File: src/rtl/serial_subtractor.sv
// Bit-serial subtractor: one bit pair per clock, LSB first, with a registered result and a done pulse.
// Optional signed-overflow output is enabled by defining SERIAL_SUBTRACTOR_OVF_EN.
module serial_subtractor #(
  parameter int WIDTH = 256
) (
  input  logic             clk,
  input  logic             rst,
  input  logic             start,
  input  logic [WIDTH-1:0] a,
  input  logic [WIDTH-1:0] b,
  input  logic             bin,
  output logic [WIDTH-1:0] diff,
  output logic             bout,
  output logic             busy,
  output logic             done
`ifdef SERIAL_SUBTRACTOR_OVF_EN
  ,
  output logic             ovf
`endif
);

  localparam int CW = $clog2(WIDTH) + 1;

  typedef enum logic [1:0] {IDLE, RUN, DONE} state_e;

  state_e           state_q, state_d;
  logic [CW-1:0]    cnt_q, cnt_d;
  logic [WIDTH-1:0] a_sh_q, a_sh_d;
  logic [WIDTH-1:0] b_sh_q, b_sh_d;
  logic [WIDTH-1:0] diff_q, diff_d;
  logic             br_q, br_d;
  logic             d_bit, br_nxt, last, accept;
`ifdef SERIAL_SUBTRACTOR_OVF_EN
  logic             ovf_q, ovf_d;
`endif

  always_comb begin
    d_bit   = a_sh_q[0] ^ b_sh_q[0] ^ br_q;
    br_nxt  = (~a_sh_q[0] & b_sh_q[0]) | (~(a_sh_q[0] ^ b_sh_q[0]) & br_q);
    last    = (cnt_q == CW'(WIDTH - 1));
    // start is only honoured outside RUN, so an in-flight operation is never disturbed
    accept  = start && (state_q != RUN);
    state_d = state_q;
    cnt_d   = cnt_q;
    a_sh_d  = a_sh_q;
    b_sh_d  = b_sh_q;
    diff_d  = diff_q;
    br_d    = br_q;
`ifdef SERIAL_SUBTRACTOR_OVF_EN
    ovf_d   = ovf_q;
`endif
    if (accept) begin
      state_d = RUN;
      cnt_d   = '0;
      a_sh_d  = a;
      b_sh_d  = b;
      br_d    = bin;
    end else begin
      case (state_q)
        RUN: begin
          a_sh_d = a_sh_q >> 1;
          b_sh_d = b_sh_q >> 1;
          diff_d = {d_bit, diff_q[WIDTH-1:1]};
          br_d   = br_nxt;
          cnt_d  = cnt_q + CW'(1);
`ifdef SERIAL_SUBTRACTOR_OVF_EN
          // on the final bit the shifters present the operand MSBs and d_bit is the result MSB
          if (last) ovf_d = (a_sh_q[0] != b_sh_q[0]) & (d_bit != a_sh_q[0]);
`endif
          if (last) state_d = DONE;
        end
        DONE:    state_d = IDLE;
        default: state_d = IDLE;
      endcase
    end
  end

  always_ff @(posedge clk or negedge rst) begin
    if (!rst) begin
      state_q <= IDLE;
      cnt_q   <= '0;
      a_sh_q  <= '0;
      b_sh_q  <= '0;
      diff_q  <= '0;
      br_q    <= 1'b0;
`ifdef SERIAL_SUBTRACTOR_OVF_EN
      ovf_q   <= 1'b0;
`endif
    end else begin
      state_q <= state_d;
      cnt_q   <= cnt_d;
      a_sh_q  <= a_sh_d;
      b_sh_q  <= b_sh_d;
      diff_q  <= diff_d;
      br_q    <= br_d;
`ifdef SERIAL_SUBTRACTOR_OVF_EN
      ovf_q   <= ovf_d;
`endif
    end
  end

  assign diff = diff_q;
  assign bout = br_q;
  assign busy = (state_q == RUN);
  assign done = (state_q == DONE);
`ifdef SERIAL_SUBTRACTOR_OVF_EN
  assign ovf  = ovf_q;
`endif

endmodule

File: config.mk
export PLATFORM = sky130hd
export DESIGN_NAME = serial_subtractor
export DESIGN_NICKNAME = d
export VERILOG_FILES = /design/src/rtl/serial_subtractor.sv
export SDC_FILE = /design/constraint.sdc
export NUM_CORES = 2
export LEC_CHECK = 0
export ABC_AREA = 1
export CAP_MARGIN = 20
export CORE_AREA = 5 5 298 300
export CTS_CLUSTER_SIZE = 14
export DETAILED_ROUTE_END_ITERATION = 16
export DIE_AREA = 0 0 303 305
export PLACE_DENSITY = 0.66
export SLEW_MARGIN = 5
export SYNTH_ARGS = -nofsm -noshare
export SYNTH_HDL_FRONTEND = slang
export SYNTH_SLANG_ARGS = --single-unit
export TNS_END_PERCENT = 20
File: constraint.sdc
create_clock -name clk -period 3.1 [get_ports clk]
set_clock_uncertainty 0.15 [all_clocks]
set_input_delay 0.775 -clock clk [delete_from_list [all_inputs] [get_ports clk]]
set_output_delay 0.775 -clock clk [all_outputs]
set_load 0.03 [all_outputs]
# --- Word level (Yosys, flattened, before mapping) ---
# Index checks and enable logic that the tools add are counted.
totals:
  reg_bits: 780
  in_bits: 516
  out_inout_bits: 259
  word_cells: 34
op_classes:
  n_addsub: 1
  eq_ne: 5
  mux: 11
  bitwise: 8
  reduce_logical: 3
ops:
  columns: ["op", "n"]
  rows:
  - ["256-bit 2-to-1 mux", 4]
  - ["9-bit 2-to-1 mux", 2]
  - ["9-bit by 1-bit adder with 9-bit output, second input constant", 1]
  - ["9-bit by 8-bit == test with 1-bit output, second input constant", 1]
  - ["2-bit 2-to-1 mux", 3]
  - ["3-bit by 1-bit != test with 1-bit output, second input constant", 1]
  - ["1-bit NOT", 3]
  - ["1-bit AND", 2]
  - ["2-bit by 1-bit == test with 1-bit output, second input constant", 1]
  - ["2-bit == test, second input constant", 1]
  - ["1-bit 2-to-1 mux", 2]
  - ["2-bit by 1-bit != test with 1-bit output, second input constant", 1]
  - ["2-bit AND reduction", 1]
  - ["2-bit nonzero test", 1]
  - ["1-bit XOR", 2]
  - ["1-bit logical AND", 1]
  - ["1-bit bitwise OR", 1]

# --- Depth between registers and ports, before layout ---
logic_depth:
  depth_word: 6
  depth_mapped: 9
  depth_no_buf: 7

# --- Worst setup path after synthesis ---
# Ideal clock, no wire load.
synth_timing:
  path_type: "reg2out"
  startpoint: "reg state_q[1]"
  endpoint: "out busy"
  arrival_ps: 1138
  required_time_ps: 2175
  path_slack_ps: 1037
  stages_incl_launch_ff: 5
  path_buffers: 3
  cell_sequence: "dfrtp_1 -> nor2_4 -> buf_2 -> buf_2 -> buf_2"
synth_between:
  elab_chain_len: 1
synth_rtl:
  columns: ["item", "line", "rtl"]
  rows:
  - ["from (decl)", "26", "state_e state_q, state_d;"]
  - ["from (signal assigned)", "90", "state_q <= state_d;"]
  - ["2-bit by 1-bit == test with 1-bit output", "104", "assign busy = (state_q == RUN);"]
  - ["to (decl)", "14", "output logic busy,"]
# Every way passes these cells.

# --- Worst setup path in the final report ---
layout_timing:
  startpoint: "reg state_q[1]"
  endpoint: "out done"
layout_between:
  elab_chain_len: 1
layout_rtl:
  columns: ["item", "line", "rtl"]
  rows:
  - ["2-bit == test", "105", "assign done = (state_q == DONE);"]
  - ["to (decl)", "15", "output logic done"]
# Every way passes these cells.

==> impl_metrics.ini <==
[outcome]
outcome = finished clean

[die]
core_um2 = 85900
io_pins = 775
initial_core_util_pct = 37.2
num_rows = 108
die_area_um2 = 92400
die_w_um = 303
dieHeight_um = 305

[yosys]
synth_nets = 4286
synth_seq_area_share_pct = 61.0
synth_area_leader_cell = dfrtp_1
syn_area_um2 = 32000
synth_commonest_cells = nand2_1 (1824), dfrtp_1 (780), nand3_1 (517)
yosys_most_used_dff = dfrtp_1
synth-edff-count = 0
async_reset_ff_share_pct = 100
yosysWarnings = 0
synth_seq_cells = 780
synth.distinct_cells = 18
syn_inst = 3767
syn_avg_cell_area_um2 = 8.49
synth_top_area_share_pct = 61.0
yosysMostFrequentCell = nand2_1
synthTopCellsByArea = dfrtp_1 (61%), nand2_1 (21%), nand3_1 (8.1%)

[clocking]
postCtsResizedCells = 0
cts-buffers-inserted = 87
htree_num_levels = 3
cts_sinks = 780
clockRootBuffer = clkbuf_16
cts_max_path_buffers = 3
worstSkewPairLatency_ns = 0.64
cts.clk_slew.worst_paths_ns = 0.06
cts_tree = built

[timing]
holdWs_ns = 0.310
rsz0062_at_grt = no
layout_min_cycle_time_ns = 2.96
slew_headroom_pct = 43.7
tns_ns = 0
worst_slack_ns = 0.139
worst_pin_slew_ns = 0.845
setup_viol = 0
hold_viol_final = 0
min_period_over_period_pct = 95.5
timing.fmax_mhz = 338
slew_violations = 0

[setup_path]
cp-start-kind = register
worst-path-max-fanout = 3
cp_slowest_stage_delay_ns = 0.80
crit_path_end_kind = primary output
cp.arrival_ns = 2.04
path_buf_inv = 2
slowest_stage = clkdlybuf4s50_1
cpLargestDelayFamily = buffers and inverters
r2r_slack_ns = 0.84
required_ns = 2.17
crit_chain = inv_1 > nor2_1 > clkdlybuf4s50_1
worstSetupPathType = register to primary output

[grt]
grt_pass1_vias = 27000
antenna_found_initial = 26
grt_overflow = 0
grtUsageTotal_pct = 21.6
grt_pass1_wl_um = 157000
grt_max_degree = 209

[power]
power.switching_mw = 4.75
peakVddDrop_v = 0.000368
power-per-cell-area_nw_per_um2 = 497
p_int_mw = 17.2
power_frac_seq_pct = 46.3
swShare_pct = 21.6
combPwrFrac_pct = 4.4
leakage_nw = 18.9
p_clk_share_pct = 49.3
power_mw = 22.0

[detailed_routing]
drt_wl_total_um = 103000
drc = 0
first_iter_violations = 2072
viasPerCell = 4.83
dr.pass1.iters = 5
ant_nets = 0
num_vias = 27600
avgRoutedWirePerCell_um = 18.0

[final_layout]
syn_to_final_growth_pct = 38.3
final_nets = 4990
drive_above_1_share_pct = 4.82
fillers = 7995
stdcell_count = 5720

[placement]
dp_cells = 5536
io_buffers = 774
hpwlAfterDp_um = 75400
pre_cts_slack_ns = 0.369
gp_routability_congestion = 0.887

[hold_path]
hold_path_class = register to register

[job]
drv_cap = 0
-- layout make-up --
class | count | area, um^2 | area share [%]
inverters | 142 | 541 | 1.22
clock inverters | 35 | 526 | 1.19
flip-flops and latches | 780 | 19500 | 44.1
multi-input cells | 2618 | 10900 | 24.6
diodes | 22 | 55.1 | 0.124
well taps | 1155 | 1450 | 3.27
repair buffers | 842 | 8730 | 19.7
clock buffers | 126 | 2550 | 5.77
-- placed cells by master (no fill, tap or decap), types with 2 or more instances in the layout --
| cell | instances |
|---|---|
| nand2_1 | 1823 |
| dfrtp_1 | 780 |
| clkdlybuf4s50_1 | 772 |
| nand3_1 | 517 |
| o21ai_0 | 258 |
| inv_1 | 140 |
| clkbuf_16 | 87 |
| buf_12 | 37 |
| buf_4 | 31 |
| clkbuf_8 | 23 |
| diode_2 | 22 |
| clkbuf_1 | 16 |
| clkinv_2 | 13 |
| nor2_1 | 10 |
| bufinv_16 | 8 |
| clkinvlp_4 | 5 |
| clkinv_16 | 4 |
| nor2_4 | 2 |
| ha_1 | 2 |
| inv_6 | 2 |
-- worst reg2reg max path, stage by stage, from the launching register on --
cell and delay, ns:
dfrtp_1 0.45, inv_2 0.07, nor2_4 0.31, buf_4 0.34, buf_12 0.34, nand2_1 0.34
nand3_1 0.18
-- per-layer routing --
| metal | GRT usage (%) | share of wire (%) | vias to the layer above |
|---|---|---|---|
| met2 | 35.5 | 49 | 882 |
| met5 | 0 | 0.067 | - |
| li1 | - | - | 13300 |
| met3 | 5.05 | 6.9 | 194 |
| met1 | 27.3 | 40 | 13200 |
| met4 | 9.32 | 3.9 | 8 |
-- kinds of logic after synthesis --
logic type	count (synthesis)	share of synthesized area [%]
compound gates	261	4.10
flops	780	61.0
simple gates	2354	29.7
buf+inv	369	5.02
fa+ha+maj	3	0.141
-- state kept, by name, summed over array words and instances (netlist names) --
register,count
cnt_q,9
state_q,2
bout,1
diff,256
a_sh_q,256
b_sh_q,256
-- repair_timing --
| item | CTS | global route |
|---|---|---|
| buffers inserted | 0 | 0 |
| setup endpoints to repair | 0 | 0 |
| hold buffers | 1 | 0 |
| hold endpoints to repair | 3 | 0 |
-- power by group through the flow --
stage                     Sequential (mW)  Clock [mW]  Combinational, mW
final                                10.2        10.8              0.964
after global routing                 10.2        11.5               1.04
after CTS                            10.2        11.1              0.984
after detailed placement             10.4           0              0.978
after global placement               10.4           0              0.986
after floorplan                      10.4           0            0.00159
-- final timing paths --
kind	startpoint	cells past startpoint	to
setup / recovery	state_q[1]	3	done
max in group asynchronous	rst	4	b_sh_q[210]
setup reg to reg	state_q[0]	6	b_sh_q[226]
hold / removal	a_sh_q[122]	2	a_sh_q[121]
min in group asynchronous	rst	2	b_sh_q[11]
hold reg to reg	a_sh_q[122]	2	a_sh_q[121]
-- metrics by stage --
step                area (um^2)  util [%]
CTS                       44200      51.4
global placement          41100      47.8
floorplan                 32000         -
finish                    44200      51.5
global route              44200      51.5
detailed placement        41100      47.8
Power figures use the tool's default switching activity.
